===== config.mk =====
export PLATFORM = sky130hd
export DESIGN_NAME = lcd_host_arbiter
export DESIGN_NICKNAME = d
export VERILOG_FILES = /design/src/rtl/lcd_host_arbiter.sv
export SDC_FILE = /design/constraint.sdc
export NUM_CORES = 1
export LEC_CHECK = 0
export BUFFER_PORTS_ARGS = -buffer_cell sky130_fd_sc_hd__buf_2
export CAP_MARGIN = 20
export CELL_PAD_IN_SITES_DETAIL_PLACEMENT = 1
export CELL_PAD_IN_SITES_GLOBAL_PLACEMENT = 2
export CORE_UTILIZATION = 30
export DETAILED_ROUTE_END_ITERATION = 8
export GPL_TIMING_DRIVEN = 0
export HOLD_SLACK_MARGIN = 0.06
export PLACE_DENSITY = 0.79
export SETUP_SLACK_MARGIN = 0.1
export SYNTH_ARGS = -nofsm -noshare
export SYNTH_HDL_FRONTEND = slang
export SYNTH_SLANG_ARGS = --single-unit

===== constraint.sdc =====
create_clock -name iCLK -period 1.7 [get_ports iCLK]
set_input_delay 0.085 -clock iCLK [delete_from_list [all_inputs] [get_ports iCLK]]
set_output_delay 0.085 -clock iCLK [all_outputs]
set_load 0.05 [all_outputs]

===== src/rtl/lcd_host_arbiter.sv =====
// Purpose: round-robin arbiter sharing one LCD_Controller host port between two
//          requesters of 9-bit words {RS, DATA}; drives iStart/oDone and the settling gap.
// Latency: start one cycle after request; ack (gap+1) cycles after controller done.
// Backpressure: requests are level-held until their one-cycle ack; one holdoff cycle follows every ack.
// Ports: iCLK/iRST_N (async active-low); iREQx/iWORDx/oACKx per requester;
//        oLCD_DATA/oLCD_RS/oLCD_START/iLCD_DONE to the controller; oBUSY, oOWNER status.
// Option: define LCD_LONG_DLY_EN to give clear/home commands (RS=0, data 01..03) the LONG_DLY gap.
module lcd_host_arbiter #(
    parameter int CMD_DLY  = 262142,
    parameter int LONG_DLY = 2000000,
    parameter int CNT_W    = 21
) (
    input  logic       iCLK,
    input  logic       iRST_N,
    input  logic       iREQ0,
    input  logic [8:0] iWORD0,
    output logic       oACK0,
    input  logic       iREQ1,
    input  logic [8:0] iWORD1,
    output logic       oACK1,
    output logic [7:0] oLCD_DATA,
    output logic       oLCD_RS,
    output logic       oLCD_START,
    input  logic       iLCD_DONE,
    output logic       oBUSY,
    output logic       oOWNER
);

    typedef enum logic [1:0] {
        IDLE      = 2'd0,
        WAIT_DONE = 2'd1,
        GAP       = 2'd2
    } state_t;

    localparam logic [CNT_W-1:0] CMD_LAST = CNT_W'(CMD_DLY);

    state_t           state, state_nxt;
    logic [CNT_W-1:0] cnt, cnt_nxt;
    logic             last, last_nxt;       // round-robin pointer: last requester served
    logic [7:0]       data_nxt;
    logic             rs_nxt, start_nxt, owner_nxt, ack0_nxt, ack1_nxt;
    logic             winner;
    logic [8:0]       sel_word;
    logic [CNT_W-1:0] gap_last;

`ifdef LCD_LONG_DLY_EN
    localparam logic [CNT_W-1:0] LONG_LAST = CNT_W'(LONG_DLY);
    logic long_sel, long_nxt, sel_is_long;

    // Clear (01) and home (02/03) commands need the controller's long execution time.
    assign sel_is_long = !sel_word[8] && (sel_word[7:0] >= 8'h01) && (sel_word[7:0] <= 8'h03);
    assign gap_last    = long_sel ? LONG_LAST : CMD_LAST;
`else
    assign gap_last    = CMD_LAST;
`endif

    // Contention goes to the requester not served last; a lone requester always wins.
    assign winner   = iREQ0 ? (iREQ1 ? ~last : 1'b0) : 1'b1;
    assign sel_word = winner ? iWORD1 : iWORD0;
    assign oBUSY    = (state != IDLE);

    always_comb begin
        state_nxt = state;
        cnt_nxt   = cnt;
        last_nxt  = last;
        data_nxt  = oLCD_DATA;
        rs_nxt    = oLCD_RS;
        start_nxt = oLCD_START;
        owner_nxt = oOWNER;
        ack0_nxt  = 1'b0;
        ack1_nxt  = 1'b0;
`ifdef LCD_LONG_DLY_EN
        long_nxt  = long_sel;
`endif
        case (state)
            IDLE: begin
                // The cycle an ack is visible is a holdoff so the requester can drop its level.
                if (!oACK0 && !oACK1 && (iREQ0 || iREQ1)) begin
                    owner_nxt = winner;
                    last_nxt  = winner;
                    data_nxt  = sel_word[7:0];
                    rs_nxt    = sel_word[8];
                    start_nxt = 1'b1;
`ifdef LCD_LONG_DLY_EN
                    long_nxt  = sel_is_long;
`endif
                    state_nxt = WAIT_DONE;
                end
            end
            WAIT_DONE: begin
                if (iLCD_DONE) begin
                    start_nxt = 1'b0;
                    cnt_nxt   = '0;
                    state_nxt = GAP;
                end
            end
            GAP: begin
                // Counter reaches gap after gap full cycles; the ack lands one edge later,
                // giving gap+1 cycles from done to ack.
                if (cnt == gap_last) begin
                    ack0_nxt  = ~oOWNER;
                    ack1_nxt  = oOWNER;
                    cnt_nxt   = '0;
                    state_nxt = IDLE;
                end else begin
                    cnt_nxt = cnt + CNT_W'(1);
                end
            end
            default: state_nxt = IDLE;
        endcase
    end

    always_ff @(posedge iCLK or negedge iRST_N) begin
        if (!iRST_N) begin
            state      <= IDLE;
            cnt        <= '0;
            last       <= 1'b1;
            oLCD_DATA  <= 8'h00;
            oLCD_RS    <= 1'b0;
            oLCD_START <= 1'b0;
            oOWNER     <= 1'b0;
            oACK0      <= 1'b0;
            oACK1      <= 1'b0;
`ifdef LCD_LONG_DLY_EN
            long_sel   <= 1'b0;
`endif
        end else begin
            state      <= state_nxt;
            cnt        <= cnt_nxt;
            last       <= last_nxt;
            oLCD_DATA  <= data_nxt;
            oLCD_RS    <= rs_nxt;
            oLCD_START <= start_nxt;
            oOWNER     <= owner_nxt;
            oACK0      <= ack0_nxt;
            oACK1      <= ack1_nxt;
`ifdef LCD_LONG_DLY_EN
            long_sel   <= long_nxt;
`endif
        end
    end

endmodule


==> metrics.csv <==
stage;metric;value;unit
synth;Post-Synthesis Cells;190;
grt;largest net degree at the start of global routing;38;
pwr;P_leak;0.00118;uW
clocking;TritonCTS Sinks;37;
worst_setup_path;reg2reg path depth;9;
worst_setup_path;Critical Path Start Type;register;
hold_path;hold path endpoint;oLCD_RS$_DFFE_PN0P_;
layout;max FFs per register;21;
floorplan;std cell rows;28;
synth;syn_area_per_cell;9.69;um^2
clocking;Worst-Skew Late Latency;0.29;ns
worst_setup_path;CP Max Fanout;5;
worst_setup_path;CP Class;register to register;
status;failing checks;negative setup slack;
status;status;finished, violations left;
hold_path;hold crit path type;input port to register;
placement;GPL Wtd Cong;0.738;
worst_setup_path;Crit path arrival time;1.93;ns
timing;Worst Tran Pin Value;0.827;ns
synth;fraction of registers with async set/reset;1.00;
pwr;Power Density;1370;mW/mm^2
layout;Area Overhead vs Synth;42.3;%
worst_setup_path;max incr delay on CP;0.41;ns
floorplan;Starting Density;0.311;
synth;flops & latches, synth;37;
timing;minimum clock period;1.75;ns
hold_path;Hold Crit Depth;3;
placement;Final HPWL DP;3200;um
layout;commonest non-fill, non-tap cell in the layout;buf_2;
pwr;Peak VDD IR;767;uV
synth;Yosys cell types;36;
worst_setup_path;Worst R2R Start;cnt[0]$_DFFE_PN0P_;
timing;Final Setup Violations;13;
clocking;CTS tree;yes;
placement;Placed Area;0.00213;mm^2
grt;total track usage;0.163;
floorplan;Die Y;80.4;um
layout;post-route cell area;0.00262;mm^2
routing;WL/cell;15.0;um
worst_setup_path;critical-path cell list;inv_2, ha_4, nand4b_1, nor4b_4, nand3_2, nand2_4, buf_12, buf_8, nor2_1;
placement;IO Port Bufs;36;
worst_setup_path;worst reg-to-reg setup slack;-0.05;ns
synth;Post-Syn Nets;215;
timing;final hold vios;0;
run;maxcap violations;0;
grt;global route total overflow;0;
layout;leading cell types in the layout, fill and taps excluded;buf_2 (37), dfrtp_1 (33), nor2_1 (28);
clocking;clock buffer depth;2;
floorplan;die area;0.00646;mm^2
layout;nets;281;
clocking;clk root buf;clkbuf_8;
timing;clk_skew;0.00708;ns
timing;Fmax;0.571;GHz
timing;unrepaired setup endpoints after global routing;yes;
layout;Biggest register;cnt;
layout;FILL cells;689;
clocking;clock slew at reported path FFs;0.08;ns
routing;# DRC;0;
synth;Cell Area, Synth;0.00184;mm^2
synth;Seq/Total Area, Yosys;0.503;
worst_setup_path;reg2reg end;cnt[8]$_DFFE_PN0P_;
timing;Slew HR;0.448;
worst_setup_path;Slowest-stage cell, CP;dfrtp_1;
routing;number of iterations in the first detailed-routing pass;4;
layout;ant diodes;0;
routing;initial DRC count;83;
synth;synth warn;0;
layout;layout cells sized above 1;0.401;
layout;footprint of the multi-input gates;0.00105;mm^2
timing;setup ws final;-0.0499;ns
grt;number of global-route vias before repair;1648;
timing;Final period util;1.03;
worst_setup_path;critical path required time;1.88;ns
layout;largest registers;cnt (21), oLCD_DATA (8), state (2);
layout;post-layout util;0.443;
routing;routed vias/inst;4.89;
worst_setup_path;CP endpoint kind;register;
floorplan;Core Footprint;0.00592;mm^2
clocking;CTS H-tree depth;2;
floorplan;chip width;80.4;um
layout;register area;931;um^2
grt;initial antenna violation count;0;
clocking;TritonCTS Buffers;5;
floorplan;IO Pins;37;
routing;antenna-violating nets left;0;
grt;first-pass GRT wire length;7940;um
synth;predominant post-synthesis flop cell;dfrtp_1;
synth;EDFF count, synth;0;
routing;total number of vias;1623;
routing;Routed Wire Length;4990;um
timing;Slew Limit Fails;0;
hold_path;Worst Hold Launch;iWORD0[8];
## power breakdown
group          switching [uW]  internal [uW]  leakage [uW]  total (uW)
Combinational            1130            592      0.000662        1730
Sequential                159           1090      0.000469        1250
Clock                     321            283     0.0000439         604
Total                    1610           1970       0.00118        3580
## stage by stage
step / setup slack (ns) / power [uW] / cells / hold slack, ns / TNS [ns]
2_1_floorplan: 0.106 / 2250 / 190 / -0.211 / 0
3_3_place_gp: -0.0874 / 2610 / 301 / 0.251 / -1.01
6_report: -0.0499 / 3580 / 332 / 0.101 / -0.442
5_1_grt: -0.129 / 3830 / 332 / 0.0998 / -1.92
4_1_cts: -0.0285 / 3550 / 329 / 0.0989 / -0.272
3_5_place_dp: -0.103 / 2640 / 301 / 0.246 / -1.30
## layout make-up
type / count / share of cell area
inverter: 7 / 0.0100
timing repair buffer: 59 / 0.152
tap: 75 / 0.0358
clock inverter: 3 / 0.00669
multi-input combinational: 141 / 0.400
clock buffer: 5 / 0.0263
buffer: 5 / 0.0138
sequential: 37 / 0.355
## worst max-delay path, delay by kind of cell (launching register included)
family / cells / cell delay [ns]
buffers and inverters: 3 / 0.31
AND/OR/NAND/NOR: 5 / 0.77
adder cells (fa/ha/maj): 1 / 0.14
flip-flops: 1 / 0.41
## worst max-delay path by stage
stage	slack (ns)	end	from	cells past startpoint
3_3_place_gp	-0.09	cnt[9]$_DFFE_PN0P_	cnt[0]$_DFFE_PN0P_	8
6_report	-0.05	cnt[8]$_DFFE_PN0P_	cnt[0]$_DFFE_PN0P_	9
4_1_cts	-0.03	cnt[7]$_DFFE_PN0P_	cnt[0]$_DFFE_PN0P_	9
5_1_grt	-0.13	cnt[11]$_DFFE_PN0P_	cnt[0]$_DFFE_PN0P_	9
3_5_place_dp	-0.10	cnt[5]$_DFFE_PN0P_	cnt[0]$_DFFE_PN0P_	8
2_1_floorplan	0.11	cnt[20]$_DFFE_PN0P_	cnt[0]$_DFFE_PN0P_	7
## layer usage
layer / global-route usage / part of all wire
met1: 0.196 / 0.43
met2: 0.282 / 0.49
met4: 0.0536 / 0.025
met5: 0 / 0
met3: 0.0409 / 0.052
## cell usage after synthesis, types with 2 or more instances
library cell	count	share of area
a211o_1	2	0.0095
a21oi_1	16	0.043
and3_1	2	0.0068
clkbuf_1	2	0.0041
dfrtp_1	36	0.49
ha_1	2	0.014
inv_1	7	0.014
mux2i_1	11	0.060
nand2_1	16	0.033
nand3_1	9	0.024
nand4_1	6	0.020
nand4b_1	2	0.0095
nor2_1	35	0.071
nor4_1	3	0.010
o21ai_0	8	0.022
or3_1	2	0.0068
xnor2_1	5	0.024
xor2_1	8	0.038
## cells by family (layout without fill, tap and decap cells)
logic type / after synthesis / count (layout) / synth area share
multiplexers: 11 / 11 / 0.0598
flip-flops: 37 / 37 / 0.503
AND/OR/NAND/NOR: 87 / 87 / 0.251
buffers and inverters: 12 / 79 / 0.0272
adder cells (fa/ha/maj): 2 / 2 / 0.0136
XOR/XNOR: 13 / 13 / 0.0618
AO/OA/AOI/OAI: 28 / 28 / 0.0829
## what timing repair did
| item | CTS | global route |
|---|---|---|
| endpoints found under the setup margin | 33 | 30 |
| pin swaps | 10 | 12 |
| buffers inserted | 17 | 4 |
| gates cloned | 1 | 0 |
| hold buffers | 2 | 0 |
| hold endpoints to repair | 37 | 0 |
| resized for setup | 20 | 29 |
Power figures use the tool's default switching activity.
